**config.mk**
```make
export PLATFORM = sky130hd
export DESIGN_NAME = latch256_arbiter
export DESIGN_NICKNAME = d
export VERILOG_FILES = /design/src/rtl/latch256_arbiter.sv
export SDC_FILE = /design/constraint.sdc
export NUM_CORES = 1
export LEC_CHECK = 0
export CORE_AREA = 2 2 511 513
export DETAILED_ROUTE_END_ITERATION = 8
export DIE_AREA = 0 0 513 515
export HOLD_SLACK_MARGIN = 0.12
export PLACE_DENSITY = 0.32
export SLEW_MARGIN = 20
export SYNTH_ARGS = -nofsm -noshare
export SYNTH_HDL_FRONTEND = slang
export SYNTH_SLANG_ARGS = --single-unit
```
**constraint.sdc**
```tcl
create_clock -name clk -period 1.87 [get_ports clk]
set_input_delay 0.2805 -clock clk [delete_from_list [all_inputs] [get_ports clk]]
set_output_delay 0.2805 -clock clk [all_outputs]
set_load 0.005 [all_outputs]
```
**src/rtl/latch256_arbiter.sv**
```systemverilog
// Round-robin arbiter that shares one wide holding latch among several
// producers. One producer is granted at a time and its word is loaded into
// the latch. The held word is offered to a single consumer, and the latch is
// cleared after the consumer accepts it or after an optional timeout drop.
module latch256_arbiter #(
  parameter int NUM_REQ     = 4,
  parameter int DATA_W      = 256,
  parameter int TIMEOUT_CYC = 0,
  parameter int CNT_W       = 16
) (
  input  logic                                          clk,
  input  logic                                          resetn,
  input  logic [NUM_REQ-1:0]                            req_valid_i,
  input  logic [NUM_REQ*DATA_W-1:0]                     req_data_i,
  output logic [NUM_REQ-1:0]                            req_ready_o,
  output logic [DATA_W-1:0]                             latch_d_o,
  output logic                                          latch_load_o,
  output logic                                          latch_clear_o,
  input  logic                                          latch_valid_i,
  output logic                                          out_valid_o,
  input  logic                                          out_ready_i,
  output logic [((NUM_REQ > 1) ? $clog2(NUM_REQ) : 1)-1:0] out_src_o,
  output logic [CNT_W-1:0]                              xfer_cnt_o,
  output logic                                          drop_o,
  output logic                                          err_o
);

  localparam int SRC_W = (NUM_REQ > 1) ? $clog2(NUM_REQ) : 1;
  localparam int TMO_W = (TIMEOUT_CYC > 1) ? $clog2(TIMEOUT_CYC) : 1;
  localparam logic [SRC_W-1:0] LAST_REQ = SRC_W'(NUM_REQ - 1);
  localparam logic [TMO_W-1:0] TMO_LAST =
    (TIMEOUT_CYC > 0) ? TMO_W'(TIMEOUT_CYC - 1) : '0;

  typedef enum logic {
    IDLE = 1'b0,
    HOLD = 1'b1
  } state_t;

  state_t             state_reg, state_next;
  logic [SRC_W-1:0]   rr_ptr_reg, rr_ptr_next;
  logic [SRC_W-1:0]   src_reg, src_next;
  logic [TMO_W-1:0]   tmo_reg, tmo_next;
  logic [CNT_W-1:0]   cnt_reg, cnt_next;
  logic               err_reg, err_next;

  // Candidate requester indices in round-robin order, starting just after
  // the last granted requester.
  logic [SRC_W-1:0]   cand_idx [NUM_REQ];
  logic [NUM_REQ-1:0] req_rot;
  logic               grant_found;
  logic [SRC_W-1:0]   grant_idx;

  // Partial OR-chain for the one-hot data mux.
  logic [DATA_W-1:0]  mux_chain [NUM_REQ+1];

  generate
    for (genvar gi = 0; gi < NUM_REQ; gi++) begin : g_rot
      assign cand_idx[gi] = SRC_W'((int'(rr_ptr_reg) + gi + 1) % NUM_REQ);
      assign req_rot[gi]  = req_valid_i[cand_idx[gi]];
    end
  endgenerate

  // Pick the first valid requester in rotated order.
  always_comb begin
    grant_found = 1'b0;
    grant_idx   = '0;
    for (int i = 0; i < NUM_REQ; i++) begin
      if (!grant_found && req_rot[i]) begin
        grant_found = 1'b1;
        grant_idx   = cand_idx[i];
      end
    end
  end

  // The data mux is driven by the grant vector. latch_d_o is therefore zero
  // whenever nothing is being loaded, including during reset.
  assign mux_chain[0] = '0;
  generate
    for (genvar gi = 0; gi < NUM_REQ; gi++) begin : g_mux
      assign mux_chain[gi+1] = mux_chain[gi] |
        ({DATA_W{req_ready_o[gi]}} & req_data_i[gi*DATA_W +: DATA_W]);
    end
  endgenerate
  assign latch_d_o = mux_chain[NUM_REQ];

  // Next-state and output logic. Reset overrides the strobes so that the
  // latch is cleared while resetn is low and nothing else is asserted.
  always_comb begin
    state_next    = state_reg;
    rr_ptr_next   = rr_ptr_reg;
    src_next      = src_reg;
    tmo_next      = tmo_reg;
    cnt_next      = cnt_reg;
    err_next      = err_reg;
    req_ready_o   = '0;
    latch_load_o  = 1'b0;
    latch_clear_o = 1'b0;
    out_valid_o   = 1'b0;
    drop_o        = 1'b0;

    case (state_reg)
      IDLE: begin
        if (grant_found) begin
          req_ready_o[grant_idx] = 1'b1;
          latch_load_o           = 1'b1;
          rr_ptr_next            = grant_idx;
          src_next               = grant_idx;
          tmo_next               = '0;
          state_next             = HOLD;
        end
      end
      HOLD: begin
        out_valid_o = latch_valid_i;
        if (!latch_valid_i) begin
          err_next = 1'b1;
        end
        if (latch_valid_i && out_ready_i) begin
          // An accept wins over a timeout that falls in the same cycle.
          latch_clear_o = 1'b1;
          cnt_next      = cnt_reg + CNT_W'(1);
          tmo_next      = '0;
          state_next    = IDLE;
        end else if (TIMEOUT_CYC > 0) begin
          if (tmo_reg == TMO_LAST) begin
            latch_clear_o = 1'b1;
            drop_o        = 1'b1;
            tmo_next      = '0;
            state_next    = IDLE;
          end else begin
            tmo_next = tmo_reg + TMO_W'(1);
          end
        end
      end
      default: begin
        state_next = IDLE;
      end
    endcase

    if (!resetn) begin
      req_ready_o   = '0;
      latch_load_o  = 1'b0;
      out_valid_o   = 1'b0;
      drop_o        = 1'b0;
      latch_clear_o = 1'b1;
    end
  end

  // State register with synchronous active-low reset.
  always_ff @(posedge clk) begin
    if (!resetn) begin
      state_reg  <= IDLE;
      rr_ptr_reg <= LAST_REQ;
      src_reg    <= '0;
      tmo_reg    <= '0;
      cnt_reg    <= '0;
      err_reg    <= 1'b0;
    end else begin
      state_reg  <= state_next;
      rr_ptr_reg <= rr_ptr_next;
      src_reg    <= src_next;
      tmo_reg    <= tmo_next;
      cnt_reg    <= cnt_next;
      err_reg    <= err_next;
    end
  end

  assign out_src_o  = src_reg;
  assign xfer_cnt_o = cnt_reg;
  assign err_o      = err_reg;

endmodule

```
==> results of run 1 <==
-- through the flow --
| stage | setup WS, ns | utilization, % |
|---|---|---|
| after global placement | -1.837 | 10.77 |
| after floorplan | 0.1733 | - |
| after detailed placement | -1.791 | 10.77 |
| after global routing | -0.9936 | 12.91 |
| final | -0.9196 | 12.96 |
| after CTS | -1.082 | 12.18 |
-- metal layers --
layer  up-vias  share of wire, %  global-route usage, %  routed length [um]
met5         -              0.78                      0                1809
li1       7530                 -                      -                   -
met1      8170                36                  17.45               83580
met2      1346                44                  26.42              102700
met3       567                15                  11.12               34450
met4       266               3.9                  4.471                9012
-- cells in the final DEF, fill, tap and decap left out, types with 3 or more instances in the layout --
cell type and instances:
sky130_fd_sc_hd__buf_6 96, sky130_fd_sc_hd__dfxtp_1 20, sky130_fd_sc_hd__and2_1 11, sky130_fd_sc_hd__o22ai_2 88
sky130_fd_sc_hd__nand3_1 3, sky130_fd_sc_hd__buf_16 35, sky130_fd_sc_hd__clkdlybuf4s15_2 4, sky130_fd_sc_hd__buf_2 110
sky130_fd_sc_hd__dlymetal6s2s_1 15, sky130_fd_sc_hd__and3_1 3, sky130_fd_sc_hd__buf_8 34, sky130_fd_sc_hd__xor2_1 9
sky130_fd_sc_hd__nand2_1 9, sky130_fd_sc_hd__clkbuf_16 14, sky130_fd_sc_hd__nor2_1 9, sky130_fd_sc_hd__a21boi_0 3
sky130_fd_sc_hd__xnor2_1 5, sky130_fd_sc_hd__nor2b_1 4, sky130_fd_sc_hd__dlygate4sd2_1 27, sky130_fd_sc_hd__clkbuf_2 38
sky130_fd_sc_hd__buf_12 106, sky130_fd_sc_hd__o22ai_1 139, sky130_fd_sc_hd__mux2i_4 89, sky130_fd_sc_hd__nand4_1 5
sky130_fd_sc_hd__nor3_1 5, sky130_fd_sc_hd__mux2i_1 358, sky130_fd_sc_hd__diode_2 89, sky130_fd_sc_hd__buf_4 267
sky130_fd_sc_hd__clkdlybuf4s50_1 1048, sky130_fd_sc_hd__o22ai_4 29, sky130_fd_sc_hd__o21ai_0 3, sky130_fd_sc_hd__mux2i_2 65
-- cell families (layout without fill, tap and decap cells) --
family          after synthesis  after routing  synth area share [%]
compound gates              271            271                 19.30
simple gates                 67             67                 4.312
flops                        22             22                 5.009
other cells                   1             90               0.04265
fa+ha+maj                     1              1                0.1423
xor+xnor                     14             14                 1.395
buf+inv                     122           1801                 11.51
mux                         512            512                 58.29
-- synthesized netlist by cell type (all sizes together), types with 2 or more instances --
| master | n | area (sq um) |
|---|---|---|
| mux2i | 512 | 5125 |
| o22ai | 256 | 1602 |
| buf | 113 | 978.4 |
| dfxtp | 22 | 440.4 |
| nor2 | 12 | 45.04 |
| and2 | 11 | 68.82 |
| nand2 | 11 | 43.80 |
| xor2 | 9 | 78.83 |
| nor2b | 7 | 46.30 |
| o21ai | 7 | 35.03 |
| clkbuf | 6 | 22.52 |
| nand3 | 5 | 30.03 |
| nand4 | 5 | 31.28 |
| nor3 | 5 | 25.02 |
| xnor2 | 5 | 43.79 |
| a21boi | 3 | 22.52 |
| and3 | 3 | 18.77 |
| inv | 3 | 11.26 |
| a21oi | 2 | 10.01 |
| and4 | 2 | 17.52 |
-- power by group through the flow --
stage / logic (mW) / clock network, mW / registers, mW
after floorplan: 3.19 / 0 / 0.500
after global placement: 9.41 / 0 / 0.504
after detailed placement: 9.38 / 0 / 0.504
after CTS: 11.8 / 0.528 / 0.495
after global routing: 13.2 / 0.546 / 0.499
final: 12.6 / 0.507 / 0.497
-- area by class of cell --
| type | count | area share, % |
|---|---|---|
| flip-flops and latches | 22 | 1.337 |
| well taps | 3402 | 12.70 |
| multi-input cells | 866 | 29.09 |
| repair buffers | 1794 | 55.90 |
| diodes | 89 | 0.6647 |
| inverters | 3 | 0.03361 |
| clock buffers | 4 | 0.2651 |
-- path summary, 6_finish.rpt --
check,slack (ns),cells after the start,endpoint
max,-0.92,10,latch_d_o[161]
min,0.48,1,err_o$_SDFFE_PN0P_
max reg2reg,0.22,6,xfer_cnt_o[15]$_SDFFE_PN0P_
min reg2reg,0.48,1,err_o$_SDFFE_PN0P_
-- worst reg2reg max path: cells and delay by family (launching register included) --
family,cells,cell delay (ns)
simple gates,4,0.87
flops,1,0.41
buf+inv,1,0.20
xor+xnor,1,0.09
-- repair_timing --
item                                    CTS  global route
buffers inserted                        119           105
resized for setup                       799           603
endpoints found under the setup margin  262           260
pin swaps                                38            77
gates cloned                             26            13
==> flow_results.org, run 1 <==
** Status
- The flow ran to the end, but the final reports show violations.
- Violated checks :: setup timing

** Routing
- Detailed router's first-iteration violation count :: 878
- In the final routed layout, each cell accounts on average for approximately 37 um.
- For this block, the via count after detailed routing is 17.88k.
- For this run, design rule violations remaining after detail routing come to 0.
- Antenna-violating nets left :: 0
- In the routed layout, each cell is associated on average with a via count of 2.893.
- The pre-antenna-repair detailed-routing pass consisted of 5 iterations.
- For this block, the routed nets add up to 231,500 um of wire.

** Worst setup path
- Traced cell by cell, the critical path runs through nor2b_4, o21ai_4, nand3_4, buf_12, buf_12, buf_16, mux2i_4, o22ai_2, buf_4, clkdlybuf4s50_1.
- The largest single stage delay on the critical path is around 0.43 ns.
- At the worst endpoint, the required time is 1.59 ns.
- The most critical setup path has its startpoint at rr_ptr_reg[0]$_SDFFE_PN1P_.
- The critical path is of the reg2out type.
- The cell that appears most often on the critical path is sky130_fd_sc_hd__buf_12.
- Signal arrival time at the worst endpoint :: 2.51 ns
- Startpoint kind of the worst setup timing path :: flop
- Kind of end point of the critical path :: output pin
- CP bufs+invs :: 5
- In this run the worst path has a maximum fanout of 6.
- Cell family with most CP delay :: buffers and inverters
- Reg-to-reg critical path startpoint :: state_reg$_SDFF_PN0_
- Max stage delay cell, worst path :: sky130_fd_sc_hd__clkdlybuf4s50_1

** Hold path
- Startpoint of the tightest hold check path :: err_o$_SDFFE_PN0P_
- The worst hold path belongs to the class reg2reg.

** Timing
- Final clock period utilization by the worst path :: 149.2%
- Static timing analysis puts the maximum clock frequency at 358.5 MHz.
- The number of max-slew violations in the final report came to 0.
- The final count of hold timing violations was 0.
- For the final routed database, the setup TNS stands at -184.24 ns.
- Post-route worst setup slack :: -0.9196 ns
- Number of failing setup endpoints in the final timing report :: 260
- Across the routed clock network, the largest skew measured is about 0.0025 ns.
- Unrepaired setup endpoints after global routing :: yes
- The routed design could run at a clock period as short as 2.790 ns.
- Across all hold checks on the routed design, the worst slack comes to 0.4822 ns.

** Flow run
- Max-cap violations in this run came to 0.

** Global route
- Entering global routing, the biggest net connects 24 pins.
- Via count of the first global-routing pass :: about 18k
- The first global-routing pass estimated 264,700 um of wire.
- For this run the aggregate overflow at the end of global routing stands at 0.
- The initial antenna violation count was 370.
- Tot GR Track Use :: between 10% and 20%

** Floorplanning
- Row count :: approximately 190
- Area of the core region :: 258,500 sq um
- During I/O placement, the number of pins put on the boundary was between 1k and 1.5k.
- The die covers 264,200 sq um.
- Initial Util :: 3.401%
- Die extent in x :: between 500 and 600 um
- Overall die height :: between 500 and 600 um

** Placed design
- The number of placed instances, taps included, is 5,856.
- Summing all placed instances gives a cell area of about 28,000 sq um.
- Summed over all nets, the half-perimeter wirelength after detailed placement is 207,000 um.
- Global placement routability congestion :: about 0.92
- Buffers placed on the I/O ports in this run total 1,313.

** Power and ir drop
- Peak supply drop :: between 0.0003 and 0.0004 V
- The clock network is responsible for 3.7% of the overall power.
- Internal power :: 8.137 mW
- Net Sw Power :: 5.502 mW
- Combinational share of power :: approximately 90%
- Sequential share of power :: 3.6%
- Power comes to 13.64 mW.
- Power Dens Cells :: 407.1 nW/um^2
- For this design the static power due to leakage is 12.79 nW.
- Switching share of total power :: 40.34%

** CTS
- Maximum clock path buffer count :: 2
- TritonCTS clock tree :: built
- Worst-path clk slew :: 0.06 ns
- Root buf cell :: sky130_fd_sc_hd__clkbuf_16
- The later pin in the worst-skew pair is clocked with a latency of 0.26 ns.
- CTS buffer count :: 3
- Number of hold-repair buffers added at the cts stage :: 0
- H-tree levels :: 1
- Counting every sink on the clock net gives 22.

** Layout
- After filler insertion, the fill cell instance count of the layout stands at 29.47k.
- Area growth from synthesis to layout :: 281.1%
- Fraction of layout instances using a drive strength above 1 :: 37.08%
- The finished layout holds around 6.2k standard cells, fillers aside.
- For this run, the post-layout net count is 3,723.
- Flip-flop count of the largest register after layout :: 16
- The multi-input combinational cells in the finished layout cover a total of 9748 sq um.
- The finished cells cover 33,510 sq um.
- Storage element area :: between 400 and 500 sq um

** Synth
- The most used flip-flop cell after synthesis is sky130_fd_sc_hd__dfxtp_1.
- Cell count after synthesis :: 1,010
- In this run, synthesis produced a sequential element count of 22.
- In this run, distinct cell masters in the synthesized netlist total 38.
- Synth warnings :: 0
- The cell area that synthesis handed to floorplanning was slightly below 9000 sq um.
- In the synthesized netlist the async set-or-reset flop fraction comes to 0%.
- The number of nets handed over by synthesis was 2,043.
- Part of the Yosys area used for sequential elements :: 5.009%
- The average instance in the mapped netlist occupies 8.705 sq um.
- Yosys mapped a number of flops with a built-in enable equal to 0.
Note: power is estimated with default switching activity, not from simulation.
==> run 2, diff against run 1 <==
--- a/config.mk
+++ b/config.mk
@@ -5,6 +5,7 @@
 export SDC_FILE = /design/constraint.sdc
 export NUM_CORES = 1
 export LEC_CHECK = 0
+export CAP_MARGIN = 10
 export CORE_AREA = 2 2 511 513
 export DETAILED_ROUTE_END_ITERATION = 8
 export DIE_AREA = 0 0 513 515
@@ -14,3 +15,4 @@
 export SYNTH_ARGS = -nofsm -noshare
 export SYNTH_HDL_FRONTEND = slang
 export SYNTH_SLANG_ARGS = --single-unit
+export TNS_END_PERCENT = 1
==> constraint.sdc (replaced) <==
create_clock -name clk -period 2.8 [get_ports clk]
set_input_delay 0.42 -clock clk [delete_from_list [all_inputs] [get_ports clk]]
set_output_delay 0.42 -clock clk [all_outputs]
set_load 0.005 [all_outputs]
==> run 2 against run 1 <==
The flow still finishes with violations (setup timing). Clock-buffer cell count shrank 1. Final cell count down 3.7%. Critical endpoint is now latch_d_o[88]. Via count decreased by 4.4%. Clock power shrank 41%. Power fell by 46%. Cell area shrank 11%. Setup slack gained 0.64 ns. Worst hold slack improved by 0.0039 ns. Sequential power down 33%.
==> flow_results.org, run 2 (synthesis results as in run 1) <==
** Worst setup path
- Signal arrival time at the worst endpoint :: 2.66 ns
- CP bufs+invs :: 5
- Count of cell instances traversed by the critical path :: 10
- On the worst path, the slowest cell contributes a delay of about 0.47 ns.
- The worst setup path is captured at an output pin.
- The worst register-to-register path begins at xfer_cnt_o[0]$_SDFFE_PN0P_.
- Cell repeated most along the worst path :: sky130_fd_sc_hd__buf_12
- The most critical setup path has its startpoint at req_valid_i[1].
- The setup path with the least slack is of type in2out.
- In this run the worst path has a maximum fanout of 16.
- Critical path cell sequence :: buf_4, nor2b_1, o21ai_2, nand3_4, buf_12, buf_12, buf_16, mux2i_2, o22ai_1, clkdlybuf4s50_1
- For this design, the slowest cell found on the critical path is sky130_fd_sc_hd__clkdlybuf4s50_1.
- Worst reg2reg path depth :: 6
- On the critical path the largest part of the delay comes from buffers and inverters.
- Worst EP required :: roughly 2.4 ns
- STA classifies the critical path startpoint as an input port.

** Timing
- Hold violation count in the final report :: 0
- Final Hold Slack :: 0.4861 ns
- Total negative slack for setup checks :: -4.371 ns
- Measured against its own limit, the worst slew margin works out to 65.78%.
- After layout, the worst path uses 110.0% of the clock period.
- Slew of the pin with the lowest slew margin :: between 0.5 and 0.6 ns
- Unrepaired setup endpoints after global routing :: yes
- Timing would allow up to between 300 and 400 MHz.
- In the post-route analysis, the smallest setup slack over all paths is -0.2787 ns.
- Tmin final :: just over 3 ns
- Count of final max-slew check failures :: 0
- Number of failing setup endpoints in the final timing report :: between 40 and 50
- For the final database, setup skew stands at 0.003159 ns.

** Power and ir drop
- The clock network is responsible for around 4% of the overall power.
- Power spread over the standard cell area amounts to 248.0 nW/um^2.
- Of the total power, combinational logic draws between 90% and 100%.
- In this run the static leakage power is 12.43 nW.
- The worst-case IR drop observed on VDD is 0.0001611 V.
- Switching share of total power :: 41.65%
- In this run, flip-flops and latches consume roughly 4.5% of the power.
- Net Sw Power :: 3.087 mW
- Internal power :: approximately 4.3 mW

** Hold path
- HP Class :: reg2reg
- The worst hold path begins at out_src_o[1]$_SDFFE_PN0P_.
- WHS Path Cells :: 2

** Floorplanning
- The initial utilization of the core area, before any placement, comes to 3.401%.
- Area enclosed by the die boundary :: 264,200 sq um
- The die is 513 um wide.
- From bottom edge to top edge, the die measures ~520 um.
- The core region is about 260,000 sq um.
- In this run the core area contains roughly 190 standard-cell rows.
- Pin placement for this block handled 1,315 I/O pins.

** CTS
- Clock tree sinks :: 22
- Worst-path clk slew :: 0.06 ns
- Clock tree synthesis inserted a total of 3 buffers.
- CTS built an H-tree with a depth of 1.
- In this run the deepest clock path goes through 2 buffers.
- Number of hold-repair buffers added at the cts stage :: 0
- TritonCTS built the clock tree.
- Root buf cell :: sky130_fd_sc_hd__clkbuf_16
- Insertion delay of the later-clocked pin in the worst-skew pair :: 0.25 ns

** Layout
- At the end of the flow, the number of nets in the layout was around 3.5k.
- Count of non-filler cells in the finished layout :: 5,953
- The area growth from synthesis to layout is 239.9%.
- Fraction of layout instances using a drive strength above 1 :: approximately 22%
- Leaving out fill and tap cells, the most frequent cell in the layout is sky130_fd_sc_hd__clkdlybuf4s50_1.
- Filler instances :: 29.72k
- Flip-flop count of the largest register after layout :: 16
- Highest-count cells in the layout ignoring fill and taps :: sky130_fd_sc_hd__clkdlybuf4s50_1 (1,061), sky130_fd_sc_hd__mux2i_1 (446), sky130_fd_sc_hd__buf_4 (192)

** Routing
- After the first detailed-routing iteration, the DRC count stood at between 800 and 900.
- Count of TritonRoute iterations in the first routing pass :: 5
- The routed layout has between 15k and 20k vias.
- After detailed routing, the number of vias per cell comes to 2.873.
- In this run the remaining antenna-violating nets after routing total 0.
- The routed design has 225,200 um of wire.
- Residual DRC count :: 0
- After detailed routing, the average wire length per cell comes to 37.83 um.

** Global route
- Grt ovf :: 0
- Number of antenna violations at the first check in global routing :: 381
- Maximum number of pins on one net before global-route repair :: 32
- Wire length of the first global-routing pass :: 256,200 um
- Via count of the first global-routing pass :: 16.74k
- For this run, the total global-route usage over all layers was measured as 15.96%.

** Flow run
- Max-cap violations in this run came to 0.

** Placed design
- At the end of routability-driven placement, the weighted congestion stood at 0.9187.
- Total instance count after detailed placement :: 5,822
- After legalization and detailed placement, the total HPWL measured around 210,000 um.
- Number of port buffers :: 1,313

** Status
- The run finished, with violations left.
- The checks that failed: setup timing.
==> run 2: worst paths after layout <==
path	endpoint	slack (ns)
min reg2reg	out_src_o[1]$_SDFFE_PN0P_	0.49
max reg2reg	xfer_cnt_o[8]$_SDFFE_PN0P_	1.03
min	out_src_o[1]$_SDFFE_PN0P_	0.49
max	latch_d_o[88]	-0.28
==> run 2: cell type report <==
type	instances	area (sq um)	share of cell area, %
inverter	3	11.26	0.03768
clock buffer	3	75.07	0.2512
tap	3402	4257	14.24
multi-input combinational	866	8361	27.97
sequential	22	445.4	1.490
timing repair buffer	1579	16540	55.35
antenna	78	195.2	0.6531
==> run 2: through the flow <==
step / setup slack, ns / power [mW] / utilization, % / instance area, sq um
floorplan: 0.8243 / 2.464 / - / 8792
global placement: -1.133 / 6.525 / 10.66 / 27570
detailed placement: -1.121 / 6.515 / 10.66 / 27570
CTS: -0.6005 / 7.217 / 11.03 / 28530
global route: -0.3550 / 7.770 / 11.51 / 29770
finish: -0.2787 / 7.412 / 11.56 / 29890
==> run 2: power by group through the flow <==
stage	clock (mW)	combinational, mW	sequential [mW]
detailed placement	0	6.18	0.337
finish	0.300	6.78	0.332
floorplan	0	2.13	0.334
global placement	0	6.19	0.337
CTS	0.312	6.57	0.331
global route	0.323	7.11	0.333
==> run 2: timing repair <==
item                       in CTS  in global routing
gates cloned                    5                  9
resized for setup             324                288
pin swaps                       4                 16
buffers inserted               12                 25
setup endpoints to repair     260                260
==> run 2: per-layer routing <==
layer	vias up	GRT usage, %	part of all wire (%)
met1	7809	16.99	37
li1	7080	-	-
met3	559	10.95	15
met2	1368	25.93	45
met4	284	3.158	3.0
met5	-	0	0.86
==> run 2: worst reg2reg max path, stage by stage (launching register included) <==
cell,delay (ns)
sky130_fd_sc_hd__dfxtp_1,0.42
sky130_fd_sc_hd__ha_1,0.24
sky130_fd_sc_hd__nand4_1,0.20
sky130_fd_sc_hd__nor3_1,0.43
sky130_fd_sc_hd__nand3_1,0.16
sky130_fd_sc_hd__xor2_1,0.16
sky130_fd_sc_hd__nor2b_1,0.10
==> run 3, diff against run 2 <==
--- a/config.mk
+++ b/config.mk
@@ -6,11 +6,12 @@
 export NUM_CORES = 1
 export LEC_CHECK = 0
 export CAP_MARGIN = 10
-export CORE_AREA = 2 2 511 513
+export CORE_AREA = 2 2 517 519
 export DETAILED_ROUTE_END_ITERATION = 8
-export DIE_AREA = 0 0 513 515
+export DIE_AREA = 0 0 519 521
+export DONT_BUFFER_PORTS = 1
 export HOLD_SLACK_MARGIN = 0.12
-export PLACE_DENSITY = 0.32
+export PLACE_DENSITY = 0.3
 export SLEW_MARGIN = 20
 export SYNTH_ARGS = -nofsm -noshare
 export SYNTH_HDL_FRONTEND = slang
==> run 3 against run 2 <==
The run still ends with setup timing left. Sequential share of layout area up 1.3 points. Non-clock buffer count is 1324 lower. Sequential power up 5%. Setup slack gained 0.21 ns. Largest cell class is now multi-input gates. Highest routed layer unchanged.
==> flow_results.org, run 3 (synthesis results as in run 1) <==
** Global route
- Number of antenna violations at the first check in global routing :: 365
- The number of global-route vias before repair was 10.79k.
- Tot GR Track Use :: 13.94%
- Grt ovf :: 0
- Wire length of the first global-routing pass :: 221,400 um
- Entering global routing, the biggest net connects 60 pins.

** Status
- The final reports fail on setup timing.
- The flow ran to the end, but the final reports show violations.

** Layout
- The final layout contains around 2.2k nets.
- After the flow finishes, the layout carries non-filler instances totaling a little under 5k.
- Highest-count cells in the layout ignoring fill and taps :: sky130_fd_sc_hd__mux2i_1 (479), sky130_fd_sc_hd__o22ai_1 (236), sky130_fd_sc_hd__buf_4 (209)
- Area growth from synthesis to layout :: 78.10%
- With fillers left out, the area of the finished cells amounts to 15,660 sq um.
- Flip-flop count of the largest register after layout :: 16
- Fraction of layout instances using a drive strength above 1 :: 28.17%
- Most common library cell in the layout ignoring fill and taps :: sky130_fd_sc_hd__mux2i_1

** Flow run
- The tool flagged a number of max-cap violations equal to 0.

** CTS
- TritonCTS clock tree :: built
- In this run the number of H-tree levels came out at 1.
- The clock passes through at most 2 buffers.
- Root buf cell :: sky130_fd_sc_hd__clkbuf_16
- Number of hold-repair buffers added at the cts stage :: 0
- Worst-path clk slew :: roughly 0.06 ns
- CTS buffer count :: 3
- Clock tree sinks :: 22
- Insertion delay of the later-clocked pin in the worst-skew pair :: 0.26 ns

** Placed design
- After detailed placement, the design holds a cell count of ~4.7k.
- Timing analysis after detailed placement gives a worst setup slack of -0.4629 ns.
- The count of buffers added on input and output ports is 0.
- Routability-driven placement finished with a final weighted congestion of 1.017.
- Hpwl dp :: 187,800 um
- Summing all placed instances gives a cell area of 14,490 sq um.

** Timing
- Achievable frequency :: 348.8 MHz
- Setup repair after global routing could not meet its margin everywhere.
- The final count of hold timing violations was 0.
- Clk_skew :: roughly 0.0033 ns
- The number of max-slew violations in the final report was 0.
- The smallest clock period supported by the final layout is computed as 2.867 ns.
- Post-route worst setup slack :: -0.06671 ns
- In the finished design, the share of the clock period the worst path needs comes to 102.4%.
- Slew of the pin with the lowest slew margin :: 0.8420 ns
- Headroom to the max-slew limit came out at 42.26%.
- Total negative slack for setup checks :: -0.4531 ns
- Setup violations remaining at the end of the flow were counted as 18.

** Hold path
- HP Class :: in2reg
- WHS Path Cells :: 1
- For hold timing, the worst endpoint is rr_ptr_reg[0]$_SDFFE_PN1P_.
- Startpoint of the tightest hold check path :: resetn

** Worst setup path
- For the worst setup path, the data arrival time is 2.45 ns.
- The endpoint identified for the worst register-to-register timing path is xfer_cnt_o[8]$_SDFFE_PN0P_.
- The number of cells on the worst reg-to-reg path is 6.
- Reg-to-reg critical path startpoint :: xfer_cnt_o[1]$_SDFFE_PN0P_
- Critical setup path kind :: reg2out
- In this run the register-to-register setup slack is 0.94 ns.
- Largest fanout on the critical path :: 37
- Worst EP required :: 2.38 ns
- The worst setup path is captured at an output pin.
- Startpoint kind of the worst setup timing path :: flop

** Floorplanning
- The floorplan step set the die width to about 520 um.
- Area enclosed by the die boundary :: 270,400 sq um
- The initial utilization of the core area, before any placement, comes to under 10%.
- During I/O placement, the number of pins put on the boundary was 1,315.
- The die is 521 um tall.
- Row count :: 189
- The total area inside the core boundary comes to 264,400 sq um.

** Routing
- In the final routed layout, each cell accounts on average for roughly 41 um.
- The final layout contains routed wiring with a total length of 199,400 um.
- In this run the remaining antenna-violating nets after routing total 0.
- For this run, the detailed router's first-pass iteration total came to 6.
- Residual DRC count :: 0
- Total number of vias :: 12.36k
- Average via count per standard cell :: 2.559
- After the first detailed-routing iteration, the DRC count stood at 979.

** Power and ir drop
- Leak :: 5.154 nW
- Peak supply drop :: approximately 0.00024 V
- In this run the power density over the cells is around 290 nW/um^2.
run 3: per-stage QoR:
| stage | util [%] | power, mW | hold slack, ns |
|---|---|---|---|
| after floorplan | - | 2.464 | 0.4642 |
| after global placement | 5.480 | 3.784 | 0.5153 |
| after detailed placement | 5.480 | 3.827 | 0.5158 |
| after CTS | 5.736 | 4.546 | 0.2303 |
| after global routing | 5.835 | 4.718 | 0.2391 |
| final | 5.923 | 4.507 | 0.2419 |
run 3: worst max-delay path by stage:
stage / startpoint / endpoint / cells after the start
floorplan: req_valid_i[1] / latch_d_o[100] / 7
global placement: req_valid_i[3] / latch_d_o[11] / 8
detailed placement: req_valid_i[3] / latch_d_o[11] / 8
CTS: rr_ptr_reg[0]$_SDFFE_PN1P_ / latch_d_o[19] / 8
global route: rr_ptr_reg[0]$_SDFFE_PN1P_ / latch_d_o[89] / 9
finish: rr_ptr_reg[0]$_SDFFE_PN1P_ / latch_d_o[95] / 9
run 3: layout make-up:
cell class | instances | area (sq um)
well taps | 3533 | 4420
inverters | 3 | 11.26
flip-flops and latches | 22 | 444.2
clock buffers | 3 | 75.07
multi-input cells | 866 | 7772
clock inverters | 1 | 30.03
repair buffers | 255 | 2537
diodes | 147 | 367.9
fillers | 31350 | 248700
run 3: timing repair:
action                     in CTS  in global routing
setup endpoints to repair      96                 84
pin swaps                       1                  4
setup buffers                   7                  0
resized for setup              60                 26
gates cloned                    5                  0
run 3: metal layers:
layer	vias up	track usage [%]	routed length, um
met2	1471	20.79	83920
met5	-	0	1646
met3	594	13.68	41800
met1	5540	12.83	62550
met4	246	5.560	9444
li1	4508	-	-
run 3: worst max-delay path, cell delays in order (launching register included):
cell                       delay [ns]
sky130_fd_sc_hd__dfxtp_4         0.40
sky130_fd_sc_hd__nor2b_4         0.05
sky130_fd_sc_hd__buf_4           0.13
sky130_fd_sc_hd__a211oi_2        0.31
sky130_fd_sc_hd__buf_4           0.20
sky130_fd_sc_hd__nand2_8         0.05
sky130_fd_sc_hd__buf_12          0.16
sky130_fd_sc_hd__buf_12          0.29
sky130_fd_sc_hd__o22ai_1         0.23
sky130_fd_sc_hd__buf_4           0.17
run 3: where the power goes:
group / switching (mW) / total (mW) / internal [mW] / leakage, nW
registers: 0.0259 / 0.348 / 0.322 / 0.179
clock network: 0.125 / 0.410 / 0.284 / 0.0520
logic: 2.05 / 3.75 / 1.70 / 4.92
